`config.mk`:
```
export PLATFORM = sky130hd
export DESIGN_NAME = mem_stage
export DESIGN_NICKNAME = d
export VERILOG_FILES = /design/src/rtl/mem_stage.sv
export SDC_FILE = /design/constraint.sdc
export NUM_CORES = 1
export LEC_CHECK = 0
export CORE_UTILIZATION = 33
export DETAILED_ROUTE_END_ITERATION = 16
export PLACE_DENSITY = 0.77
export SLEW_MARGIN = 0
export SYNTH_ARGS = -nofsm -noshare
export SYNTH_HDL_FRONTEND = slang
export SYNTH_SLANG_ARGS = --single-unit
export TNS_END_PERCENT = 30
```
`constraint.sdc`:
```
create_clock -name clk -period 1.75 [get_ports clk]
set_clock_uncertainty 0.2 [all_clocks]
set_input_delay 0.2625 -clock clk [delete_from_list [all_inputs] [get_ports clk]]
set_output_delay 0.2625 -clock clk [all_outputs]
set_load 0.005 [all_outputs]
```
`src/rtl/mem_stage.sv`:
```
// mem_stage: memory-access pipeline stage.
// Issues req/gnt/rvalid data-memory transactions, steers store lanes,
// extends load data, flags misaligned accesses and response timeouts,
// and holds the MEM/WB pipeline register. Upstream stages are frozen
// through stall_o while an access is outstanding, so the EXE/MEM inputs
// stay stable for the whole transaction.
module mem_stage #(
  parameter int DATA_WIDTH   = 32,
  parameter int RESP_TIMEOUT = 16
) (
  input  logic                  clk,
  input  logic                  rst,
  input  logic                  mem_valid_i,
  input  logic                  mem_read_i,
  input  logic                  mem_write_i,
  input  logic                  mem_to_reg_i,
  input  logic                  reg_write_i,
  input  logic [4:0]            rd_addr_i,
  input  logic [2:0]            funct3_i,
  input  logic [DATA_WIDTH-1:0] alu_result_i,
  input  logic [DATA_WIDTH-1:0] store_data_i,
  output logic                  dm_req_o,
  output logic [3:0]            dm_we_o,
  output logic [DATA_WIDTH-1:0] dm_addr_o,
  output logic [DATA_WIDTH-1:0] dm_wdata_o,
  input  logic                  dm_gnt_i,
  input  logic                  dm_rvalid_i,
  input  logic [DATA_WIDTH-1:0] dm_rdata_i,
  output logic                  stall_o,
  output logic [DATA_WIDTH-1:0] fwd_data_o,
  output logic                  misaligned_o,
  output logic                  bus_err_o,
  output logic                  wb_valid_o,
  output logic                  wb_reg_write_o,
  output logic [4:0]            wb_rd_o,
  output logic [DATA_WIDTH-1:0] wb_data_o
);

  localparam int CNT_W = $clog2(RESP_TIMEOUT + 1);

  typedef enum logic [1:0] {IDLE, REQ, RESP} state_t;

  state_t             state_q, state_d;
  logic [CNT_W-1:0]   cnt_q, cnt_d;
  logic               access;
  logic               misaligned_c;
  logic               go;
  logic               is_store;
  logic               req_c;
  logic               stall_c;
  logic               timeout_c;
  logic               err_c;
  logic [1:0]         addr_lo;
  logic [31:0]        load_ext;

  logic               wb_valid_p1;
  logic               wb_reg_write_p1;
  logic [4:0]         wb_rd_p1;
  logic [31:0]        wb_data_p1;
  logic               misaligned_p1;
  logic               bus_err_p1;

  // Byte enables for a store of the given size at the given byte offset.
  function automatic logic [3:0] steer_we(input logic [2:0] f3, input logic [1:0] a);
    case (f3[1:0])
      2'b00:   steer_we = 4'b0001 << a;
      2'b01:   steer_we = 4'b0011 << a;
      default: steer_we = 4'b1111;
    endcase
  endfunction

  // Replicate the store operand across all lanes; the byte enables pick the live lane.
  function automatic logic [31:0] steer_wdata(input logic [2:0] f3, input logic [31:0] d);
    case (f3[1:0])
      2'b00:   steer_wdata = {4{d[7:0]}};
      2'b01:   steer_wdata = {2{d[15:0]}};
      default: steer_wdata = d;
    endcase
  endfunction

  // Pick the addressed byte/half out of the returned word and extend it.
  function automatic logic [31:0] load_extend(input logic [2:0] f3, input logic [1:0] a,
                                              input logic [31:0] rdata);
    logic [31:0] shifted;
    logic [7:0]  b;
    logic [15:0] h;
    shifted = rdata >> {a, 3'b000};
    b       = shifted[7:0];
    h       = a[1] ? rdata[31:16] : rdata[15:0];
    case (f3)
      3'b000:  load_extend = {{24{b[7]}}, b};
      3'b001:  load_extend = {{16{h[15]}}, h};
      3'b100:  load_extend = {24'd0, b};
      3'b101:  load_extend = {16'd0, h};
      default: load_extend = rdata;
    endcase
  endfunction

  assign addr_lo      = alu_result_i[1:0];
  assign access       = mem_valid_i & (mem_read_i | mem_write_i);
  assign misaligned_c = access & (((funct3_i[1:0] == 2'b01) & addr_lo[0]) |
                                  ((funct3_i[1:0] == 2'b10) & (addr_lo != 2'b00)) |
                                   (funct3_i[1:0] == 2'b11));
  assign go           = access & ~misaligned_c;
  assign is_store     = mem_write_i;
  assign load_ext     = load_extend(funct3_i, addr_lo, dm_rdata_i);
  assign err_c        = misaligned_c | timeout_c;

  // Next-state, request, stall and timeout decode.
  always_comb begin
    state_d   = state_q;
    cnt_d     = '0;
    req_c     = 1'b0;
    stall_c   = 1'b0;
    timeout_c = 1'b0;
    case (state_q)
      IDLE: begin
        if (go) begin
          req_c = 1'b1;
          if (dm_gnt_i) begin
            if (!is_store) begin
              state_d = RESP;
              stall_c = 1'b1;
            end
          end else begin
            state_d = REQ;
            stall_c = 1'b1;
          end
        end
      end
      REQ: begin
        req_c = 1'b1;
        if (dm_gnt_i) begin
          if (is_store) begin
            state_d = IDLE;
          end else begin
            state_d = RESP;
            stall_c = 1'b1;
          end
        end else begin
          stall_c = 1'b1;
        end
      end
      RESP: begin
        if (dm_rvalid_i) begin
          state_d = IDLE;
        end else if (cnt_q == CNT_W'(RESP_TIMEOUT - 1)) begin
          state_d   = IDLE;
          timeout_c = 1'b1;
        end else begin
          stall_c = 1'b1;
          cnt_d   = cnt_q + 1'b1;
        end
      end
      default: state_d = IDLE;
    endcase
  end

  // Memory port and stall are forced quiet while reset is held.
  assign dm_req_o   = rst & req_c;
  assign dm_we_o    = (rst & req_c & is_store) ? steer_we(funct3_i, addr_lo) : 4'b0000;
  assign dm_addr_o  = {alu_result_i[31:2], 2'b00};
  assign dm_wdata_o = steer_wdata(funct3_i, store_data_i);
  assign stall_o    = rst & stall_c;
  assign fwd_data_o = alu_result_i;

  // FSM state and response-wait counter.
  always_ff @(posedge clk or negedge rst) begin
    if (!rst) begin
      state_q <= IDLE;
      cnt_q   <= '0;
    end else begin
      state_q <= state_d;
      cnt_q   <= cnt_d;
    end
  end

  // ---- MEM / WB boundary ----
  // Bubble while stalled; otherwise capture the completing instruction.
  always_ff @(posedge clk or negedge rst) begin
    if (!rst) begin
      wb_valid_p1     <= 1'b0;
      wb_reg_write_p1 <= 1'b0;
      wb_rd_p1        <= 5'd0;
      wb_data_p1      <= '0;
      misaligned_p1   <= 1'b0;
      bus_err_p1      <= 1'b0;
    end else begin
      misaligned_p1 <= misaligned_c & (state_q == IDLE);
      bus_err_p1    <= timeout_c;
      if (!stall_c) begin
        wb_valid_p1     <= mem_valid_i & ~err_c;
        wb_reg_write_p1 <= reg_write_i & mem_valid_i & ~err_c;
        wb_rd_p1        <= rd_addr_i;
        wb_data_p1      <= mem_to_reg_i ? load_ext : alu_result_i;
      end else begin
        wb_valid_p1     <= 1'b0;
        wb_reg_write_p1 <= 1'b0;
      end
    end
  end

  assign wb_valid_o     = wb_valid_p1;
  assign wb_reg_write_o = wb_reg_write_p1;
  assign wb_rd_o        = wb_rd_p1;
  assign wb_data_o      = wb_data_p1;
  assign misaligned_o   = misaligned_p1;
  assign bus_err_o      = bus_err_p1;

endmodule

```
==> results.txt <==
- Cell area after synthesis: 3720 µm²
* Crit path required time: 1.29 ns
* Layout fillers: 826
- Top cell type by total area after synthesis: dfrtp_1
- Total of endpoints with negative setup slack in the final report: 48
- Fin crit share: 114%
* Vias in the first global route: 4468
- Static timing analysis puts the maximum clock frequency at 500 MHz.
- Cell Pwr Density: 614 nW/µm²
- The wire-length estimate of the detail-placed layout is 11100 µm.
- The number of max-slew violations in the final report was 0.
- The die is 108 µm wide.
- The number of antenna violations at the first check in global routing came to 0.
- Placement Rows: 38
- In this run, the number of DRC markers left after iteration 0 of detailed routing was 219.
* Area taken by multi-input logic gates: 2070 µm²
- After synthesis, the share of flip-flops with an asynchronous set or reset is 100%.
* Placed standard-cell area: 6430 µm²
* Starting utilization of the core area: 34.0%
- Clock tree synthesis found a total of 48 sinks.
* Vias per std cell: 5.09
- Count of flip-flops with a built-in enable after synthesis: 0
- Cells after Synth: 434
- Count of input and output buffers: 253
- Broken down by cell family, the worst path's largest delay share belongs to buffers and inverters.
- From synthesis to final layout, the design area changed by 93.7%.
- Core box area: 10900 µm²
- Met1 track utilization from global routing: 26.5%
- Sorting the synthesized cells by area gives the leading types as dfrtp_1 (32%), buf_4 (15%), mux2_2 (6.7%).
- Overall overflow remaining after global route: 0
- Number of optimization iterations in the first detailed-route pass: 4
* Leakage power of the design: 3.45 nW
- Worst setup timing slack at the placement stage: -1.24 ns
- Worst Setup Start Kind: input port
* Violations in the final reports: setup timing
- Routed WL per cell: 17.7 µm
- Post-layout min period: 2.00 ns
- The critical path contains buffers and inverters numbering 3 combined.
* Type of destination of the critical path: primary output
- Remaining number of nets flagged by the antenna check after routing: 0
* Number of CTS-inserted buffers: 5
- In the routed design, unresolved DRC markers number 0.
- The floorplan step defined a die boundary enclosing 11700 µm².
- All-Layer GR Usage: 24.6%
* Die extent in y: 108 µm
- Biggest cell delay along the critical path: 0.55 ns
* Number of nets in the finished design: 827
* Maximum Capacitance Violations: 0
- Post-Layout Inst Area: 7210 µm²
* Flip-flop and latch count after synthesis: 48
- H-tree depth: 2
* Routing layer with the top usage in global route: met2
- Critical path peak fanout: 2
* CP arrival: 1.54 ns
- TritonCTS built the clock tree.
* CTS Root Cell: clkbuf_16
- 256 I/O pins were placed.
- The critical path goes through clkdlybuf4s50_1, a21oi_4, buf_4, nand2_1, nand3_2, and2_4, buf_6.
- VDD sags by at most 0.513 mV.
- Met3 layer usage reported by global route: 4.52%
- By startpoint and endpoint, the worst setup path is classified as input port to primary output.
- The clock reaches the later pin of the worst-skew pair after 0.28 ns.
- A synthesized cell averages 8.57 µm².
* Maximum number of pins on one net before global-route repair: 29
- Wire length of the first global-routing pass: 22100 µm
* M2 GR Usage: 46.8%
- After synthesis, flip-flops and latches occupy 32.3% of the total area.
* Area share of the largest cell type after synthesis: 32.3%
* Final GP Congestion: 0.782
- Total inserted antenna cells: 0
- Final hold viol count: 0
* Total wire length after detailed routing: 15100 µm
- Library cells used by synthesis: 50
- Of the cells placed in the final design, the portion with a size suffix greater than 1 is 30.3%.
- Top_reg_cell synth: dfrtp_1
- The sequential cells in the finished layout cover a total of 1200 µm².
- Crit path setup slack, layout: -0.249 ns
- Setup repair after global routing could not meet its margin everywhere.
- After clock tree synthesis, the clock-pin slew on the worst setup and hold paths is 0.06 ns.
* Outcome: complete, but fails checks
- Vias post-DR: 4345
* Max clock buf depth: 2
- The slowest stage of the critical path belongs to the cell clkdlybuf4s50_1.
- Warning count from the yosys run: 0
* Type of the tightest min-delay check: input port to flip-flop
## worst register-to-register path, cell delays in order (launching register included)
cell,delay (ns)
dfrtp_1,0.39
buf_6,0.13
a21oi_4,0.12
buf_4,0.14
nand2_1,0.06
nand3_2,0.12
buf_4,0.13
buf_12,0.14
buf_12,0.12
mux2_2,0.33
## sequential cells by signal, indices dropped and copies added, names as in the netlist
signal and flops:
wb_data_o 32, state_q 2, wb_rd_o 5, wb_valid_o 1, bus_err_o 1, wb_reg_write_o 1, cnt_q 5, misaligned_o 1
## cell type report
class                      count  area share (%)
clock buffer                   6            1.79
clock inverter                 2           0.486
inverter                       4           0.208
multi-input combinational    284            28.7
sequential                    48            16.7
tap                          140            2.43
timing repair buffer         370            49.7
## through the flow
stage	std cells	TNS (ns)	hold WS (ns)	util, %	power [mW]
final	854	-7.56	0.236	65.9	4.43
after global routing	854	-10.50	0.272	65.9	4.64
after global placement	816	-44.59	0.252	58.8	3.09
after floorplan	435	-0.0124	-0.233	-	2.05
after detailed placement	816	-47.19	0.244	58.8	3.13
after CTS	849	-5.41	0.237	64.6	4.39
## cells in the mapped netlist (all sizes together) (2+ instances only)
cell type and instances:
a211oi 12, a21boi 3, a21o 9, a21oi 8, a22o 10, a22oi 8
a31oi 5, and2 4, buf 89, clkbuf 10, dfrtp 48, inv 4
mux2 22, mux2i 14, nand2 59, nand2b 3, nand3 4, nor2 31
nor2b 5, nor3 8, o211ai 6, o21a 2, o21ai 34, o22ai 4
o2bb2ai 15, o31ai 2
## repair_timing
action,in CTS,in global routing
cloned,2,1
setup endpoints to repair,101,91
gates resized for setup,197,56
setup buffers,22,6
pin swaps,20,9
hold endpoints to repair,23,0
hold buffers,2,0
## final timing paths
path | start | end | slack, ns | depth (start not counted)
setup / recovery | dm_gnt_i | stall_o | -0.25 | 7
hold / removal | mem_to_reg_i | wb_data_o[7]$_DFFE_PN0P_ | 0.24 | 3
setup reg to reg | state_q[1]$_DFFE_PN0P_ | wb_rd_o[4]$_DFFE_PN0P_ | -0.24 | 9
hold reg to reg | wb_data_o[12]$_DFFE_PN0P_ | wb_data_o[12]$_DFFE_PN0P_ | 0.28 | 1
max in group asynchronous | rst | wb_data_o[14]$_DFFE_PN0P_ | 0.51 | 4
min in group asynchronous | rst | cnt_q[4]$_DFF_PN0_ | 0.55 | 4
## routing by layer
layer	routed length, µm	part of all wire [%]
met4	446	3.0
met1	5530	37
met3	1110	7.4
met2	7990	53
met5	0	0
## kinds of logic after synthesis
group / count (synthesis) / synth area share (%)
flops: 48 / 32.3
buf+inv: 103 / 18.6
fa+ha+maj: 1 / 0.336
mux: 36 / 10.4
simple gates: 121 / 14.2
xor+xnor: 2 / 0.471
other cells: 1 / 0.101
compound gates: 122 / 23.7
## power breakdown
group          internal, mW  leakage, nW  switching, mW
Sequential             1.28        0.588         0.0968
Clock                 0.673       0.0808          0.423
Combinational          1.20         2.78          0.757
Total                  3.15         3.45           1.28
## cells in the final DEF (no fill, tap or decap), types with 4 or more instances in the layout
cell,synthesis,layout
nor2b_1,5,5
buf_2,11,9
clkbuf_16,0,6
nor3_1,8,5
o21ai_0,21,11
clkbuf_2,1,7
a22o_1,10,10
o2bb2ai_2,4,4
o2bb2ai_1,11,11
buf_12,0,7
o211ai_1,6,6
o21ai_1,11,18
buf_4,73,90
a22oi_1,8,8
a211oi_2,0,9
nand2_2,0,4
nor2_1,31,29
mux2i_1,14,12
clkdlybuf4s50_1,0,154
o21ai_2,2,5
dlygate4sd2_1,0,40
a21o_1,9,9
nand2_1,59,55
a31oi_1,5,5
dlymetal6s2s_1,0,33
dfrtp_1,48,48
mux2_2,22,20
a21oi_1,8,5
buf_6,2,21
Note: power is estimated with default switching activity, not from simulation.
